==> src/rtl/alarm_pkg.sv <==
// Shared types and constants for the alarm controller and its neighbours.
package alarm_pkg;

    typedef enum logic [1:0] {
        DISARMED = 2'd0,
        ARMED    = 2'd1,
        RINGING  = 2'd2,
        SNOOZE   = 2'd3
    } alarm_state_t;

    localparam int HOUR_W = 5;
    localparam int MIN_W  = 6;
    localparam int SEC_W  = 6;

    localparam int DEFAULT_CLK_FREQ = 100_000_000;

    // True only at the very first second of the alarm minute, so a stopped
    // alarm cannot fire again later in the same minute.
    function automatic logic isAlarmMatch(
        input logic [HOUR_W-1:0] curHour,
        input logic [MIN_W-1:0]  curMin,
        input logic [SEC_W-1:0]  curSec,
        input logic [HOUR_W-1:0] alarmHour,
        input logic [MIN_W-1:0]  alarmMin
    );
        return (curHour == alarmHour) && (curMin == alarmMin) && (curSec == '0);
    endfunction

endpackage

==> src/rtl/alarm_trigger_tick_gen.sv <==
// One-second tick generator: a free-running prescaler that emits a single
// registered pulse each time it wraps. Also used by the timekeeping block.
module tick_gen
    import alarm_pkg::*;
#(
    parameter int CLK_FREQ = DEFAULT_CLK_FREQ
) (
    input  logic clk,
    input  logic reset,
    output logic tick
);

    localparam int PW = (CLK_FREQ > 1) ? $clog2(CLK_FREQ) : 1;
    localparam logic [PW-1:0] LAST_COUNT = PW'(CLK_FREQ - 1);

    logic [PW-1:0] r_presc;
    logic          r_tick;

    // Count clocks within the second and flag the wrap one cycle later.
    always_ff @(posedge clk or posedge reset) begin
        if (reset) begin
            r_presc <= '0;
            r_tick  <= 1'b0;
        end else begin
            if (r_presc == LAST_COUNT) begin
                r_presc <= '0;
            end else begin
                r_presc <= r_presc + PW'(1);
            end
            r_tick <= (r_presc == LAST_COUNT);
        end
    end

    assign tick = r_tick;

endmodule

==> src/rtl/alarm_trigger.sv <==
// Alarm trigger controller: arms on the enable switch, rings when the time of
// day reaches the alarm minute, handles a bounded number of snoozes and stops
// ringing on its own after a timeout.
module alarm_trigger
    import alarm_pkg::*;
#(
    parameter int CLK_FREQ       = DEFAULT_CLK_FREQ,
    parameter int SNOOZE_MIN     = 9,
    parameter int RING_TIMEOUT_S = 60,
    parameter int MAX_SNOOZES    = 3
) (
    input  logic              clk,
    input  logic              reset,
    input  logic              alarmsw,
    input  logic              snooze_btn,
    input  logic [HOUR_W-1:0] cur_hour,
    input  logic [MIN_W-1:0]  cur_min,
    input  logic [SEC_W-1:0]  cur_sec,
    input  logic [HOUR_W-1:0] alarm_hour,
    input  logic [MIN_W-1:0]  alarm_min,
    output logic              z,
    output logic              snoozing,
    output logic [1:0]        snooze_cnt
);

    localparam int SNOOZE_LOAD = SNOOZE_MIN * 60;
    localparam int SW = $clog2(SNOOZE_LOAD + 1);
    localparam int RW = $clog2(RING_TIMEOUT_S + 1);
    localparam logic [SW-1:0] SNOOZE_INIT = SW'(SNOOZE_LOAD);
    localparam logic [RW-1:0] RING_INIT   = RW'(RING_TIMEOUT_S);
    localparam logic [1:0]    MAX_CNT     = 2'(MAX_SNOOZES);

    alarm_state_t  r_state, w_stateNext;
    logic [RW-1:0] r_ringTimer, w_ringTimerNext;
    logic [SW-1:0] r_snoozeTimer, w_snoozeTimerNext;
    logic [1:0]    r_snoozeCnt, w_snoozeCntNext;
    logic          r_snoozeQ;
    logic          w_snoozeEdge;
    logic          w_match;
    logic          w_tick;

    tick_gen #(
        .CLK_FREQ(CLK_FREQ)
    ) u_tick_gen (
        .clk  (clk),
        .reset(reset),
        .tick (w_tick)
    );

    assign w_snoozeEdge = snooze_btn & ~r_snoozeQ;
    assign w_match      = isAlarmMatch(cur_hour, cur_min, cur_sec, alarm_hour, alarm_min);

    // State, timers, snooze count and the button history all update together.
    always_ff @(posedge clk or posedge reset) begin
        if (reset) begin
            r_state       <= DISARMED;
            r_ringTimer   <= '0;
            r_snoozeTimer <= '0;
            r_snoozeCnt   <= '0;
            r_snoozeQ     <= 1'b0;
        end else begin
            r_state       <= w_stateNext;
            r_ringTimer   <= w_ringTimerNext;
            r_snoozeTimer <= w_snoozeTimerNext;
            r_snoozeCnt   <= w_snoozeCntNext;
            r_snoozeQ     <= snooze_btn;
        end
    end

    // Next-state logic; the enable switch overrides everything, and a snooze
    // press wins over a ring timeout landing in the same cycle.
    always_comb begin
        w_stateNext       = r_state;
        w_ringTimerNext   = r_ringTimer;
        w_snoozeTimerNext = r_snoozeTimer;
        w_snoozeCntNext   = r_snoozeCnt;

        if (!alarmsw) begin
            w_stateNext       = DISARMED;
            w_ringTimerNext   = '0;
            w_snoozeTimerNext = '0;
            w_snoozeCntNext   = '0;
        end else begin
            case (r_state)
                DISARMED: begin
                    w_stateNext = ARMED;
                end
                ARMED: begin
                    if (w_match) begin
                        w_stateNext     = RINGING;
                        w_ringTimerNext = RING_INIT;
                        w_snoozeCntNext = '0;
                    end
                end
                RINGING: begin
                    if (w_snoozeEdge && (r_snoozeCnt < MAX_CNT)) begin
                        w_stateNext       = SNOOZE;
                        w_snoozeTimerNext = SNOOZE_INIT;
                        w_snoozeCntNext   = r_snoozeCnt + 2'd1;
                    end else if (w_tick) begin
                        if (r_ringTimer == RW'(1)) begin
                            w_stateNext     = ARMED;
                            w_ringTimerNext = '0;
                        end else if (r_ringTimer != '0) begin
                            w_ringTimerNext = r_ringTimer - RW'(1);
                        end
                    end
                end
                SNOOZE: begin
                    if (w_tick) begin
                        if (r_snoozeTimer == SW'(1)) begin
                            w_stateNext       = RINGING;
                            w_snoozeTimerNext = '0;
                            w_ringTimerNext   = RING_INIT;
                        end else if (r_snoozeTimer != '0) begin
                            w_snoozeTimerNext = r_snoozeTimer - SW'(1);
                        end
                    end
                end
                default: begin
                    w_stateNext = DISARMED;
                end
            endcase
        end
    end

    assign z          = (r_state == RINGING);
    assign snoozing   = (r_state == SNOOZE);
    assign snooze_cnt = r_snoozeCnt;

endmodule

==> config.mk <==
export PLATFORM = sky130hd
export DESIGN_NAME = alarm_trigger
export DESIGN_NICKNAME = d
export VERILOG_FILES = /design/src/rtl/alarm_pkg.sv /design/src/rtl/alarm_trigger_tick_gen.sv /design/src/rtl/alarm_trigger.sv
export SDC_FILE = /design/constraint.sdc
export NUM_CORES = 1
export LEC_CHECK = 0
export BUFFER_PORTS_ARGS = -buffer_cell sky130_fd_sc_hd__buf_2
export CAP_MARGIN = 20
export CORE_AREA = 2 2 116 118
export CTS_CLUSTER_DIAMETER = 80
export CTS_CLUSTER_SIZE = 20
export DETAILED_ROUTE_END_ITERATION = 12
export DIE_AREA = 0 0 118 120
export PLACE_DENSITY = 0.48
export REMOVE_ABC_BUFFERS = 1
export SLEW_MARGIN = 20
export SYNTH_ARGS = -nofsm -noshare
export SYNTH_HDL_FRONTEND = slang
export SYNTH_HIERARCHICAL = 1
export SYNTH_SLANG_ARGS = --single-unit
==> constraint.sdc <==
create_clock -name clk -period 2.2 [get_ports clk]
set_input_delay 0.33 -clock clk [delete_from_list [all_inputs] [get_ports clk]]
set_output_delay 0.33 -clock clk [all_outputs]
set_load 0.005 [all_outputs]
## After elaboration in Yosys (flattened, before gate mapping)

Index checks and enable logic that the tools add are counted.

| storage, ports and cells | value |
|---|---|
| input bits | 32 |
| logic and storage cells | 74 |
| memories kept | 0 |
| bits in latches | 0 |
| memory bits (read-only) | 0 |
| output and inout port bits | 4 |
| RAM bits | 0 |
| flip-flop bits (word level) | 49 |

| operators by class | value |
|---|---|
| reduce and logical (&&, ||, !) cells | 11 |
| order comparisons | 1 |
| equal/unequal tests | 21 |
| add/sub/neg operators | 4 |
| bitwise operators | 2 |
| muxes and demuxes | 28 |
| $mul | 0 |
| div/mod/pow operators | 0 |
| shift-type cells | 0 |

Operator list:

| operator | number |
|---|---|
| 2-to-1 mux 10 bit | 5 |
| 2-to-1 mux 6 bit | 8 |
| adder 27 x 1 -> 27 bit, second input constant | 1 |
| == test 27 bit, second input constant | 1 |
| 2-to-1 mux 27 bit | 1 |
| 2-to-1 mux 2 bit | 10 |
| != test 4 x 2 -> 1 bit, second input constant | 5 |
| one-hot mux 10 bit (2 select lines) | 1 |
| != test 3 x 2 -> 1 bit, second input constant | 6 |
| one-hot mux 6 bit (3 select lines) | 1 |
| == test 10 x 1 -> 1 bit, second input constant | 1 |
| nonzero test 10 bit | 1 |
| subtractor 10 x 1 -> 10 bit, second input constant | 1 |
| one-hot mux 2 bit (4 select lines) | 1 |
| AND reduction 7 bit | 1 |
| == test 6 x 1 -> 1 bit, second input constant | 1 |
| == test 6 bit | 1 |
| zero test 6 bit | 1 |
| != test 3 bit, second input constant | 2 |
| nonzero test 6 bit | 1 |
| subtractor 6 x 1 -> 6 bit, second input constant | 1 |
| == test 5 bit | 1 |
| AND reduction 5 bit | 1 |
| == test 2 bit, second input constant | 2 |
| 10 further kinds | 12 |

## Logic depth before layout (Yosys ltp)

| depth | value |
|---|---|
| depth in word-level cells | 7 |
| mapped depth | 9 |
| mapped depth without buffers | 8 |

## Cells and area by module

The synthesis kept the hierarchy.

By module, submodules not included:

| module | area each (um2) | times used | cells each |
|---|---|---|---|
| alarm_trigger | 1516.5 | 1 | 181 |
| tick_gen | 1411.4 | 1 | 140 |

## Worst setup path before layout

OpenSTA, ideal clock, no wires.

| timing | value |
|---|---|
| path type | flip-flop to flip-flop |
| start point | register r_snoozeTimer[3] |
| end point | register r_snoozeTimer[8] |
| slack | 392 ps |
| stages on the path, launching flop included | 8 |
| arrival | 1682 ps |
| library setup time | 126 ps |
| cell sequence | dfrtp_1 -> or4_4 -> nor4_2 -> o21ai_2 -> buf_6 -> nand2_4 -> xor2_2 -> nor2_1 |

| on the way | value |
|---|---|
| word-level cells in the longest chain between the ends | 6 |
| elaborated cells between the ends (all ways) | 10 |
| those cells by class | 1 x add/sub; 2 x eq/ne; 5 x mux; 2 x reduce/logical |

Ends and longest elaborated chain:

| item | RTL line | source |
|---|---|---|
| start: declaration | alarm_trigger.sv:35 | `logic [SW-1:0] r_snoozeTimer, w_snoozeTimerNext;` |
| start signal: assignment | alarm_trigger.sv:64 | `r_snoozeTimer <= w_snoozeTimerNext;` |
| subtractor 10 x 1 -> 10 bit | alarm_trigger.sv:116 | `w_snoozeTimerNext = r_snoozeTimer - SW'(1);` |
| 2-to-1 mux 10 bit | alarm_trigger.sv:115 | `end else if (r_snoozeTimer != '0) begin` |
| 2-to-1 mux 10 bit | alarm_trigger.sv:111 | `if (r_snoozeTimer == SW'(1)) begin` |
| 2-to-1 mux 10 bit | alarm_trigger.sv:110 | `if (w_tick) begin` |
| one-hot mux 10 bit (2 select lines) | alarm_trigger.sv:84 | `case (r_state)` |
| 2-to-1 mux 10 bit | alarm_trigger.sv:78 | `if (!alarmsw) begin` |

Several ways; a longest one is shown, not always the timed one. The select of a mux whose other input is x is not followed.
A chain may end at the register's enable or synchronous reset.

## Worst setup path in the final report

Ends and elaborated chain as after synthesis.

==> results_dict.tcl <==
set metrics [dict create \
    status "finished clean" \
    stdcell_count 544 \
    netlist_instances 321 \
    grt_max_degree 29 \
    hold_class "in2async" \
    worstPathMaxFanout 8 \
    diodes 0 \
    syn2layout_area_growth_pct 22.2 \
    path_class "reg2reg" \
    firstDrtPassIters 4 \
    maxSlewViolCount 0 \
    fp.dieH_um 120 \
    yosysWarnings 6 \
    overflow 0 \
    routabilityCongestion 0.826 \
    min_period_over_period 0.926 \
    leakagePower_uw 0.00152 \
    yosysTopAreaCell "dfrtp_1" \
    maxSlewHeadroom 0.591 \
    yosysSeqAreaShare 0.419 \
    drt-wirelength-per-cell_um 12.3 \
    dp_cells 535 \
    grt_pass1_vias 2461 \
    nNetsFinal 406 \
    worst_pin_slew_ns 0.606 \
    num_rows 42 \
    ctsHtreeMaxLevel 2 \
    cts_buffers 5 \
    reg2reg_depth 8 \
    max_freq_mhz 491 \
    skew_ns 0.00656 \
    total_power_uw 2050 \
    cts_hold_buf 0 \
    hold_slack_ns 0.0794 \
    grt_pass1_wl_um 11900 \
    hold_viol 0 \
    drt-total-wl_um 6700 \
    final-setup-viol-count 0 \
    ys_seq_elements 49 \
    cts_tree "yes" \
    vias_per_cell 4.62 \
    floorplan.initialDensity 0.226 \
    vias 2511 \
    ioPinCount 36 \
    required_ns 2.37 \
    r2r-start "r_snoozeTimer[3]" \
    end_kind "flip-flop" \
    dieArea_um2 14200 \
    syn_area_um2 2930 \
    async_reset_ff_frac 1.00 \
    yosysUniqueCellTypes 52 \
    clk_pin_slew_ns 0.07 \
    min_period_ns 2.04 \
    synth.avg_cell_area_um2 9.12 \
    tns_ns 0 \
    antenna_found_initial 0 \
    dieWidth_um 118 \
    track_usage 0.101 \
    fillCellCount 1390 \
    worstPathArrival_ns 2.21 \
    rrSetupSlack_ns 0.16 \
    maxCapViolations 0 \
    synth_top_cell_area_share 0.419 \
    drt_iter0_markers 131 \
    insertion_delay_ns 0.29 \
    p_per_area_nw_per_um2 572 \
    drc_errors 0 \
    cts.path.max_buffers 2 \
    ant_nets 0 \
    rsz0062_at_grt "false" \
    ys_top_cells_by_area "dfrtp_1 42%, xnor2_1 6.9%, o21ai_0 3.9%, nand2_1 3.6%, nor2_1 3.6%" \
    synth_edf_count 0 \
    synth_ff_type "dfrtp_1" \
    layout-drive-gt1-share 0.209 \
    clockRootBuffer "clkbuf_16" \
    dp_hpwl_um 4860 \
    core_region_area_um2 13000 \
    setup.worst_path.start_class "flip-flop" \
    max-vdd-ir-drop_mv 0.266 \
    clock_sinks 49 \
    io_buffers 35 \
    reg2reg_to "r_snoozeTimer[8]" \
]
## synth_stat cells, drive strengths merged (4+ instances only)
cell,n
a21oi,11
a31oi,7
and2,6
and3,9
buf,6
clkbuf,5
dfrtp,49
ha,7
inv,13
nand2,30
nand2b,4
nand3,18
nand4,13
nor2,28
nor3,8
nor4,12
nor4b,4
o21ai,26
o31ai,5
or4,4
xnor2,23
xor2,7
## logic make-up after synthesis
group | synth area share
buf+inv | 0.0355
compound gates | 0.134
flops | 0.419
simple gates | 0.290
xor+xnor | 0.0923
fa+ha+maj | 0.0299
## routing by layer
layer,vias to the layer above,GRT usage,wire (µm)
met5,-,0,0
met4,0,0.0256,53
met3,4,0.0238,324
met2,70,0.160,3000
met1,1184,0.137,3320
li1,1253,-,-
## state kept, by name (all words and copies together) (netlist names)
signal / flops
r_snoozeTimer: 10
r_snoozeQ: 1
u_tick_gen/tick: 1
u_tick_gen/r_presc: 27
snooze_cnt: 2
r_state: 2
r_ringTimer: 6
## cell type report
type | instances | area (µm²) | area share
clock buffer | 5 | 125 | 0.0350
clock inverter | 3 | 46.3 | 0.0129
inverter | 13 | 48.8 | 0.0136
multi-input combinational | 248 | 1620 | 0.454
sequential | 49 | 1230 | 0.343
tap | 176 | 220 | 0.0615
timing repair buffer | 50 | 288 | 0.0804
## worst max path at each step
stage,from,cells past startpoint,slack [ns],end
4_1_cts,snooze_cnt[0],7,0.01,r_snoozeTimer[9]
6_report,r_snoozeTimer[3],8,0.16,r_snoozeTimer[8]
5_1_grt,snooze_cnt[0],7,0.01,r_snoozeTimer[9]
3_5_place_dp,snooze_cnt[0],7,0.04,r_snoozeTimer[9]
3_3_place_gp,snooze_cnt[0],7,0.16,r_snoozeTimer[9]
2_1_floorplan,snooze_cnt[0],7,0.24,r_snoozeTimer[6]
## placed cells by master, fill, tap and decap left out, types with 7 or more instances in the layout
cell type  netlist  final
dfrtp_1         49     49
buf_2            4     35
nand2_1         28     28
nor2_1          28     28
xnor2_1         23     23
o21ai_0         23     22
nand3_1         17     17
buf_4            0     15
nand4_1         13     13
inv_1           13     13
a21oi_1         11     11
and3_1           9      9
nor3_1           8      8
a31oi_1          7      7
ha_1             7      7
## where the power goes
| group | internal, µW | switching [µW] |
|---|---|---|
| combinational | 98.6 | 104 |
| sequential | 923 | 30.5 |
| clock | 539 | 353 |
| total | 1560 | 487 |
## critical path, stage by stage (launching register included)
cell	delay (ns)
dfrtp_1	0.38
buf_4	0.15
or4_4	0.54
nor4_2	0.29
o21ai_2	0.16
buf_4	0.17
nand2_4	0.05
xor2_2	0.12
nor2_1	0.05
## what timing repair did
| action | in CTS | in global routing |
|---|---|---|
| setup buffers | 0 | 1 |
| endpoints found under the setup margin | 0 | 14 |
| gates resized for setup | 0 | 5 |
## stage by stage
step	worst slack, ns	util	area (µm²)
finish	0.163	0.276	3580
global route	0.00956	0.276	3580
CTS	0.0123	0.273	3540
detailed placement	0.0432	0.260	3370
global placement	0.160	0.260	3370
floorplan	0.243	-	2870
No activity file was read; power rests on OpenSTA's default activity.
